<file path="config.mk">
export PLATFORM = sky130hd
export DESIGN_NAME = mac
export DESIGN_NICKNAME = d
export VERILOG_FILES = /design/src/rtl/mac_pkg.sv /design/src/rtl/mac_mul.sv /design/src/rtl/mac.sv
export SDC_FILE = /design/constraint.sdc
export NUM_CORES = 2
export LEC_CHECK = 0
export BUFFER_PORTS_ARGS = -buffer_cell sky130_fd_sc_hd__buf_2
export CORE_UTILIZATION = 58
export DETAILED_ROUTE_END_ITERATION = 10
export HOLD_SLACK_MARGIN = 0.12
export PLACE_DENSITY = 0.79
export SYNTH_ARGS = -nofsm -noshare
export SYNTH_HDL_FRONTEND = slang
export SYNTH_SLANG_ARGS = --single-unit
</file>
<file path="constraint.sdc">
create_clock -name clk -period 12.35 [get_ports clk]
set_clock_uncertainty 0.15 [all_clocks]
set_input_delay 2.47 -clock clk [delete_from_list [all_inputs] [get_ports clk]]
set_output_delay 2.47 -clock clk [all_outputs]
set_load 0.05 [all_outputs]
</file>
<file path="src/rtl/mac_pkg.sv">
// Shared constants for the MAC datapath.
// The lane count and widths are the defaults of the mac parameters. PROD_W is
// the width of one signed-8 x unsigned-8 product. PSUM_W is the width of a
// partial sum over one group of four products. MAC_LATENCY is the depth of the
// valid pipeline.
package mac_pkg;
  localparam int N_LANE        = 16;
  localparam int DW            = 8;
  localparam int PROD_W        = 17;
  localparam int ACC_W         = 20;
  localparam int MAC_LATENCY   = 3;
  localparam int LANES_PER_GRP = 4;
  localparam int PSUM_W        = PROD_W + 2;  // sum of four products
endpackage

</file>
<file path="src/rtl/mac_mul.sv">
// mul -- combinational lane multiplier.
// It multiplies a signed 8-bit weight by an unsigned 8-bit activation and
// gives a signed 17-bit product.
// Ports:
//   i_w    : weight, signed two's-complement, DW bits
//   i_d    : activation, unsigned, DW bits
//   o_prod : signed product, PROD_W bits
module mul
  import mac_pkg::*;
(
  input  logic        [DW-1:0]     i_w,
  input  logic        [DW-1:0]     i_d,
  output logic signed [PROD_W-1:0] o_prod
);

  logic signed [PROD_W-1:0] w_w_ext;
  logic signed [PROD_W-1:0] w_d_ext;

  // The activation is zero-extended, so it becomes a positive signed operand.
  // The weight is sign-extended. The product of the two fits PROD_W bits.
  assign w_w_ext = PROD_W'($signed(i_w));
  assign w_d_ext = PROD_W'({1'b0, i_d});
  assign o_prod  = w_w_ext * w_d_ext;

endmodule

</file>
<file path="src/rtl/mac.sv">
// mac -- pipelined dot product with three stages.
// It computes sum(signed win lane i * unsigned din lane i) over N_LANE lanes.
// The stages are:
//   S1: lane products
//   S2: four partial sums
//   S3: final sum
// A result appears 3 cycles after its input vector. The pipeline accepts one
// vector per cycle and has no stall.
// Ports:
//   clk   : clock, rising edge
//   rstn  : asynchronous reset, ACTIVE HIGH despite the name
//   vld_i : input vector valid
//   win   : packed signed weights, lane i = [DW*i +: DW]
//   din   : packed unsigned activations, lane i = [DW*i +: DW]
//   acc_o : signed dot product; holds the last result while vld_o is low
//   vld_o : acc_o valid strobe
module mac #(
  parameter int N_LANE = mac_pkg::N_LANE,
  parameter int DW     = mac_pkg::DW,
  parameter int ACC_W  = mac_pkg::ACC_W
) (
  input  logic                     clk,
  input  logic                     rstn,
  input  logic                     vld_i,
  input  logic [N_LANE*DW-1:0]     win,
  input  logic [N_LANE*DW-1:0]     din,
  output logic signed [ACC_W-1:0]  acc_o,
  output logic                     vld_o
);

  localparam int PROD_W  = mac_pkg::PROD_W;
  localparam int PSUM_W  = mac_pkg::PSUM_W;
  localparam int GRP     = mac_pkg::LANES_PER_GRP;
  localparam int N_GRP   = N_LANE / GRP;
  localparam int LAT     = mac_pkg::MAC_LATENCY;

  logic signed [PROD_W-1:0] w_prod [N_LANE];
  logic signed [PROD_W-1:0] r_prod [N_LANE];
  logic signed [PSUM_W-1:0] w_psum [N_GRP];
  logic signed [PSUM_W-1:0] r_psum [N_GRP];
  logic signed [ACC_W-1:0]  w_sum;
  logic signed [ACC_W-1:0]  r_acc;
  logic        [LAT-1:0]    r_vld;

  for (genvar i = 0; i < N_LANE; i++) begin : g_lane
    mul u_mul (
      .i_w    (win[i*DW +: DW]),
      .i_d    (din[i*DW +: DW]),
      .o_prod (w_prod[i])
    );
  end

  // The valid bit advances every cycle, whatever the data is.
  always_ff @(posedge clk or posedge rstn) begin
    if (rstn) r_vld <= '0;
    else      r_vld <= {r_vld[LAT-2:0], vld_i};
  end

  // S1: lane products.
  always_ff @(posedge clk or posedge rstn) begin
    // NOTE: these arrays are pipeline state, not RAM. They are reset so that
    // acc_o reads 0 after reset.
    if (rstn)       r_prod <= '{default: '0};
    else if (vld_i) r_prod <= w_prod;
  end

  // Group sums. Each addend is sign-extended to the full partial-sum width
  // before it is added.
  always_comb begin
    for (int g = 0; g < N_GRP; g++) begin
      // NOTE: blocking '=' is correct here. Each partial sum builds on the
      // value assigned just above it in the same pass.
      w_psum[g] = '0;
      for (int k = 0; k < GRP; k++)
        w_psum[g] = w_psum[g] + PSUM_W'(r_prod[g*GRP + k]);
    end
  end

  // S2: partial sums.
  always_ff @(posedge clk or posedge rstn) begin
    if (rstn)          r_psum <= '{default: '0};
    else if (r_vld[0]) r_psum <= w_psum;
  end

  // Final sum. The full range is -522240..+518160, so ACC_W bits never wrap.
  always_comb begin
    w_sum = '0;
    for (int g = 0; g < N_GRP; g++)
      w_sum = w_sum + ACC_W'(r_psum[g]);
  end

  // S3: final sum. It holds while no valid data arrives.
  always_ff @(posedge clk or posedge rstn) begin
    if (rstn)          r_acc <= '0;
    else if (r_vld[1]) r_acc <= w_sum;
  end

  assign acc_o = r_acc;
  assign vld_o = r_vld[LAT-1];

endmodule

</file>
==> impl_metrics.prom <==
# TYPE chip_impl_metric gauge
chip_impl_info{name="status",value="finished, final reports clean"} 1
chip_impl_metric{name="slew_headroom",unit="%"} 27.4
chip_impl_metric{name="number_of_cells_on_the_worst_hold_path",unit=""} 1
chip_impl_metric{name="yosysUniqueCellTypes",unit=""} 61
chip_impl_info{name="path_cells",value="buf_2, and2_1, ha_1, inv_1, fa_1, inv_1, ha_1, inv_1, fa_1, inv_1, ha_1, fa_1, a21o_1, a21oi_1, o21ai_0, a311oi_1, o21bai_1, xor2_1, mux2_2"} 1
chip_impl_metric{name="crit_fanout",unit=""} 8
chip_impl_metric{name="grt_util_met2",unit="%"} 45.4
chip_impl_metric{name="finalSetupTns",unit="ps"} 0
chip_impl_metric{name="setup_viol_count_final",unit=""} 0
chip_impl_info{name="tritoncts",value="yes"} 1
chip_impl_metric{name="drive_gt1_share",unit="%"} 9.43
chip_impl_info{name="global_route.peak_usage_layer",value="met2"} 1
chip_impl_metric{name="placement.io_buffers",unit=""} 279
chip_impl_metric{name="worst_path_largest_cell_delay",unit="ps"} 500
chip_impl_info{name="critical_path.reg2reg.endpoint",value="r_psum[18]"} 1
chip_impl_metric{name="synthesis.instances",unit=""} 5758
chip_impl_info{name="cts_root_buf",value="sky130_fd_sc_hd__clkbuf_16"} 1
chip_impl_metric{name="design.die.area",unit="mm2"} 0.0974
chip_impl_metric{name="async_flop_share",unit="%"} 100
chip_impl_metric{name="detailedRoute.firstPassIterationCount",unit=""} 5
chip_impl_info{name="rsz0062_at_grt",value="false"} 1
chip_impl_metric{name="pins_over_their_slew_limit",unit=""} 0
chip_impl_metric{name="number_of_rows_in_the_core_area",unit=""} 113
chip_impl_metric{name="synth.net_count",unit=""} 7566
chip_impl_metric{name="fin_crit_sh",unit="%"} 51.8
chip_impl_metric{name="num-nets-final",unit=""} 7829
chip_impl_metric{name="final_antenna_net_count",unit=""} 0
chip_impl_info{name="min_path_type",value="register to register"} 1
chip_impl_metric{name="grt_pass1_vias",unit=""} 42163
chip_impl_metric{name="first_iteration_detailed_routing_drc_count",unit=""} 2458
chip_impl_metric{name="drc_violations_left",unit=""} 0
chip_impl_metric{name="ys_ff_latch",unit=""} 371
chip_impl_metric{name="cts-resized-gates",unit=""} 0
chip_impl_metric{name="numCtsBuffers",unit=""} 42
chip_impl_metric{name="io_pins",unit=""} 280
chip_impl_metric{name="hold_viol_final",unit=""} 0
chip_impl_info{name="worstSetupEndpointType",value="register"} 1
chip_impl_metric{name="post_synth_edffs",unit=""} 0
chip_impl_info{name="crit_path_frequent_cell",value="sky130_fd_sc_hd__inv_1"} 1
chip_impl_metric{name="clkTransAtPathRegs",unit="ps"} 60
chip_impl_metric{name="maxClockFrequency",unit="MHz"} 156
chip_impl_metric{name="insertion_delay",unit="ps"} 570
chip_impl_metric{name="clockBufferDepth",unit=""} 3
chip_impl_metric{name="antennaDiodeCount",unit=""} 0
chip_impl_metric{name="largest_net_degree_at_the_start_of_global_routing",unit=""} 191
chip_impl_metric{name="grt_pass1_wl",unit="um"} 211000
chip_impl_metric{name="htreeDepth",unit=""} 2
chip_impl_metric{name="wl_per_cell",unit="um"} 16.9
chip_impl_metric{name="vias_per_cell",unit=""} 5.52
chip_impl_metric{name="gpl.final_weighted_congestion",unit=""} 0.913
chip_impl_metric{name="met3_usage",unit="%"} 2.78
chip_impl_metric{name="fin_worst_hold_slack",unit="ps"} 354
chip_impl_metric{name="floorplan.initialDensity",unit="%"} 58.6
chip_impl_metric{name="filler_cell_count",unit=""} 7859
chip_impl_info{name="critical_path.slowest_cell",value="sky130_fd_sc_hd__fa_1"} 1
chip_impl_info{name="reg2reg_from",value="r_prod[3]"} 1
chip_impl_info{name="end_point_of_the_worst_hold_path",value="acc_o[3]"} 1
chip_impl_info{name="path_class",value="input port to register"} 1
chip_impl_metric{name="cts_setup_buffers",unit=""} 0
chip_impl_metric{name="sinks_on_clock_net",unit=""} 371
chip_impl_metric{name="postRouteWirelength",unit="um"} 124000
chip_impl_metric{name="floorplan.core_area",unit="mm2"} 0.0952
chip_impl_metric{name="timing.reg2reg.setup_slack",unit="ps"} 8180
chip_impl_metric{name="synth-seq-area-share",unit="%"} 16.6
chip_impl_metric{name="die_y",unit="um"} 312
chip_impl_metric{name="post_synth_instance_area",unit="mm2"} 0.0558
chip_impl_metric{name="area_growth_syn_to_layout",unit="%"} 7.76
chip_impl_metric{name="cts_hold_buf",unit=""} 0
chip_impl_metric{name="num_vias",unit=""} 40391
chip_impl_metric{name="crit_required",unit="ps"} 12640
chip_impl_metric{name="floorplan.die.width",unit="um"} 312
chip_impl_metric{name="critPathArrivalTime",unit="ps"} 6690
chip_impl_metric{name="grt_util_all_layers",unit="%"} 26.3
chip_impl_metric{name="global_route.overflow_total",unit=""} 0
chip_impl_metric{name="dpl.hpwl",unit="um"} 102000
chip_impl_info{name="hold_path_startpoint",value="acc_o[3]"} 1
chip_impl_metric{name="yosysWarnings",unit=""} 0
chip_impl_metric{name="drv_cap",unit=""} 0
chip_impl_metric{name="grt_antenna_before_repair",unit=""} 0
chip_impl_metric{name="tightestPinTransition",unit="ps"} 1090
chip_impl_metric{name="avgSynthCellArea",unit="um2"} 9.69
chip_impl_metric{name="met1_usage",unit="%"} 36.3
chip_impl_metric{name="ff2ff_path_depth",unit=""} 12
chip_impl_metric{name="post_layout_min_period",unit="ps"} 6390
chip_impl_info{name="synth_ff_type",value="sky130_fd_sc_hd__dfrtp_1"} 1
chip_impl_info{name="setup.worst_path.start_class",value="input port"} 1
metal layers:
metal	up-vias	wire length, um
li1	19138	-
met1	20371	54900
met2	744	61600
met3	138	5050
met4	0	1960
met5	-	0
stage by stage:
step                setup WS, ps  util [%]  instance area, um2  std cells
global placement            5500      61.6               58600       7242
CTS                         5990      63.2               60100       7320
floorplan                   4750         -               55800       5758
global route                5640      63.2               60100       7320
finish                      5960      63.2               60100       7320
detailed placement          5410      61.6               58600       7242
cells in the mapped netlist (22+ instances only):
master | number | area, um2
sky130_fd_sc_hd__mux2_2 | 192 | 2160
sky130_fd_sc_hd__nand2b_1 | 74 | 463
sky130_fd_sc_hd__ha_1 | 779 | 9750
sky130_fd_sc_hd__nand4_1 | 30 | 188
sky130_fd_sc_hd__o21ai_0 | 158 | 791
sky130_fd_sc_hd__nor3_1 | 57 | 285
sky130_fd_sc_hd__nand2_1 | 404 | 1520
sky130_fd_sc_hd__a21o_1 | 122 | 916
sky130_fd_sc_hd__xnor2_1 | 166 | 1450
sky130_fd_sc_hd__a211oi_1 | 28 | 210
sky130_fd_sc_hd__inv_1 | 1022 | 3840
sky130_fd_sc_hd__a31oi_1 | 22 | 138
sky130_fd_sc_hd__fa_1 | 770 | 15400
sky130_fd_sc_hd__clkbuf_1 | 60 | 225
sky130_fd_sc_hd__xor2_1 | 34 | 298
sky130_fd_sc_hd__o31ai_1 | 33 | 248
sky130_fd_sc_hd__and2_1 | 641 | 4010
sky130_fd_sc_hd__nor2b_1 | 41 | 257
sky130_fd_sc_hd__nor2_1 | 243 | 912
sky130_fd_sc_hd__nand3_1 | 36 | 180
sky130_fd_sc_hd__a21oi_1 | 175 | 876
sky130_fd_sc_hd__o21a_1 | 69 | 518
sky130_fd_sc_hd__dfrtp_1 | 371 | 9280
placed cells by master (no fill, tap or decap), types with 10 or more instances in the layout:
cell type,count
sky130_fd_sc_hd__nand3_1,36
sky130_fd_sc_hd__nor2b_1,41
sky130_fd_sc_hd__fa_1,770
sky130_fd_sc_hd__a41oi_1,11
sky130_fd_sc_hd__dfrtp_1,370
sky130_fd_sc_hd__o211ai_1,15
sky130_fd_sc_hd__o21bai_1,15
sky130_fd_sc_hd__nand2b_1,74
sky130_fd_sc_hd__o31ai_1,33
sky130_fd_sc_hd__nor2_1,243
sky130_fd_sc_hd__inv_1,1020
sky130_fd_sc_hd__a21o_1,122
sky130_fd_sc_hd__nor3_1,57
sky130_fd_sc_hd__nand2_1,404
sky130_fd_sc_hd__xnor2_1,166
sky130_fd_sc_hd__buf_2,278
sky130_fd_sc_hd__a21oi_1,175
sky130_fd_sc_hd__a211oi_1,28
sky130_fd_sc_hd__clkinv_2,10
sky130_fd_sc_hd__clkbuf_16,45
sky130_fd_sc_hd__and2_1,641
sky130_fd_sc_hd__xor2_1,34
sky130_fd_sc_hd__o2111ai_1,13
sky130_fd_sc_hd__o21a_1,69
sky130_fd_sc_hd__o21ai_0,158
sky130_fd_sc_hd__nand4_1,30
sky130_fd_sc_hd__ha_1,779
sky130_fd_sc_hd__a21boi_0,15
sky130_fd_sc_hd__or3_1,16
sky130_fd_sc_hd__a31oi_1,22
sky130_fd_sc_hd__mux2i_1,15
sky130_fd_sc_hd__mux2_2,192
flip-flops by register name, indices dropped and copies added, names as in the netlist:
signal and flops:
acc_o 20, r_prod 272, r_psum 76, r_vld 3
critical path: cells and delay by family:
| family | cells | cell delay (ps) |
|---|---|---|
| fa+ha+maj | 6 | 2200 |
| compound gates | 5 | 1100 |
| buf+inv | 5 | 330 |
| mux | 1 | 260 |
| simple gates | 1 | 160 |
| xor+xnor | 1 | 150 |
kinds of logic (layout without fill, tap and decap cells):
kind of cell               after synthesis  after routing  share of synthesized area (%)
DFF                                    371            371                           16.6
buffers and inverters                 1091           1388                           7.34
AOI/OAI and AO/OA                      751            751                           8.79
muxes                                  207            207                           4.14
adders and majority gates             1549           1549                           45.1
xor gates and xnor gates               200            200                           3.14
and+or+nand+nor                       1589           1589                           14.8
worst max path at each step:
stage / from / to / slack [ps] / cells past startpoint
2_1_floorplan: rstn / acc_o[0] / 4750 / 1
3_3_place_gp: din[52] / r_prod[167] / 5500 / 19
3_5_place_dp: din[52] / r_prod[167] / 5410 / 19
4_1_cts: din[52] / r_prod[167] / 5990 / 19
5_1_grt: din[52] / r_prod[167] / 5640 / 19
6_report: din[52] / r_prod[167] / 5960 / 19
area by class of cell:
| type | count | area, um2 | area share (%) |
|---|---|---|---|
| tap | 1265 | 1580 | 2.63 |
| sequential | 371 | 9290 | 15.5 |
| clock inverter | 24 | 294 | 0.489 |
| clock buffer | 54 | 1200 | 2.00 |
| timing repair buffer | 288 | 1500 | 2.49 |
| multi-input combinational | 4296 | 42400 | 70.5 |
| inverter | 1022 | 3840 | 6.39 |
Power is not shown: default switching activity piles up to over one toggle a cycle in this logic, so the estimate is an artifact.
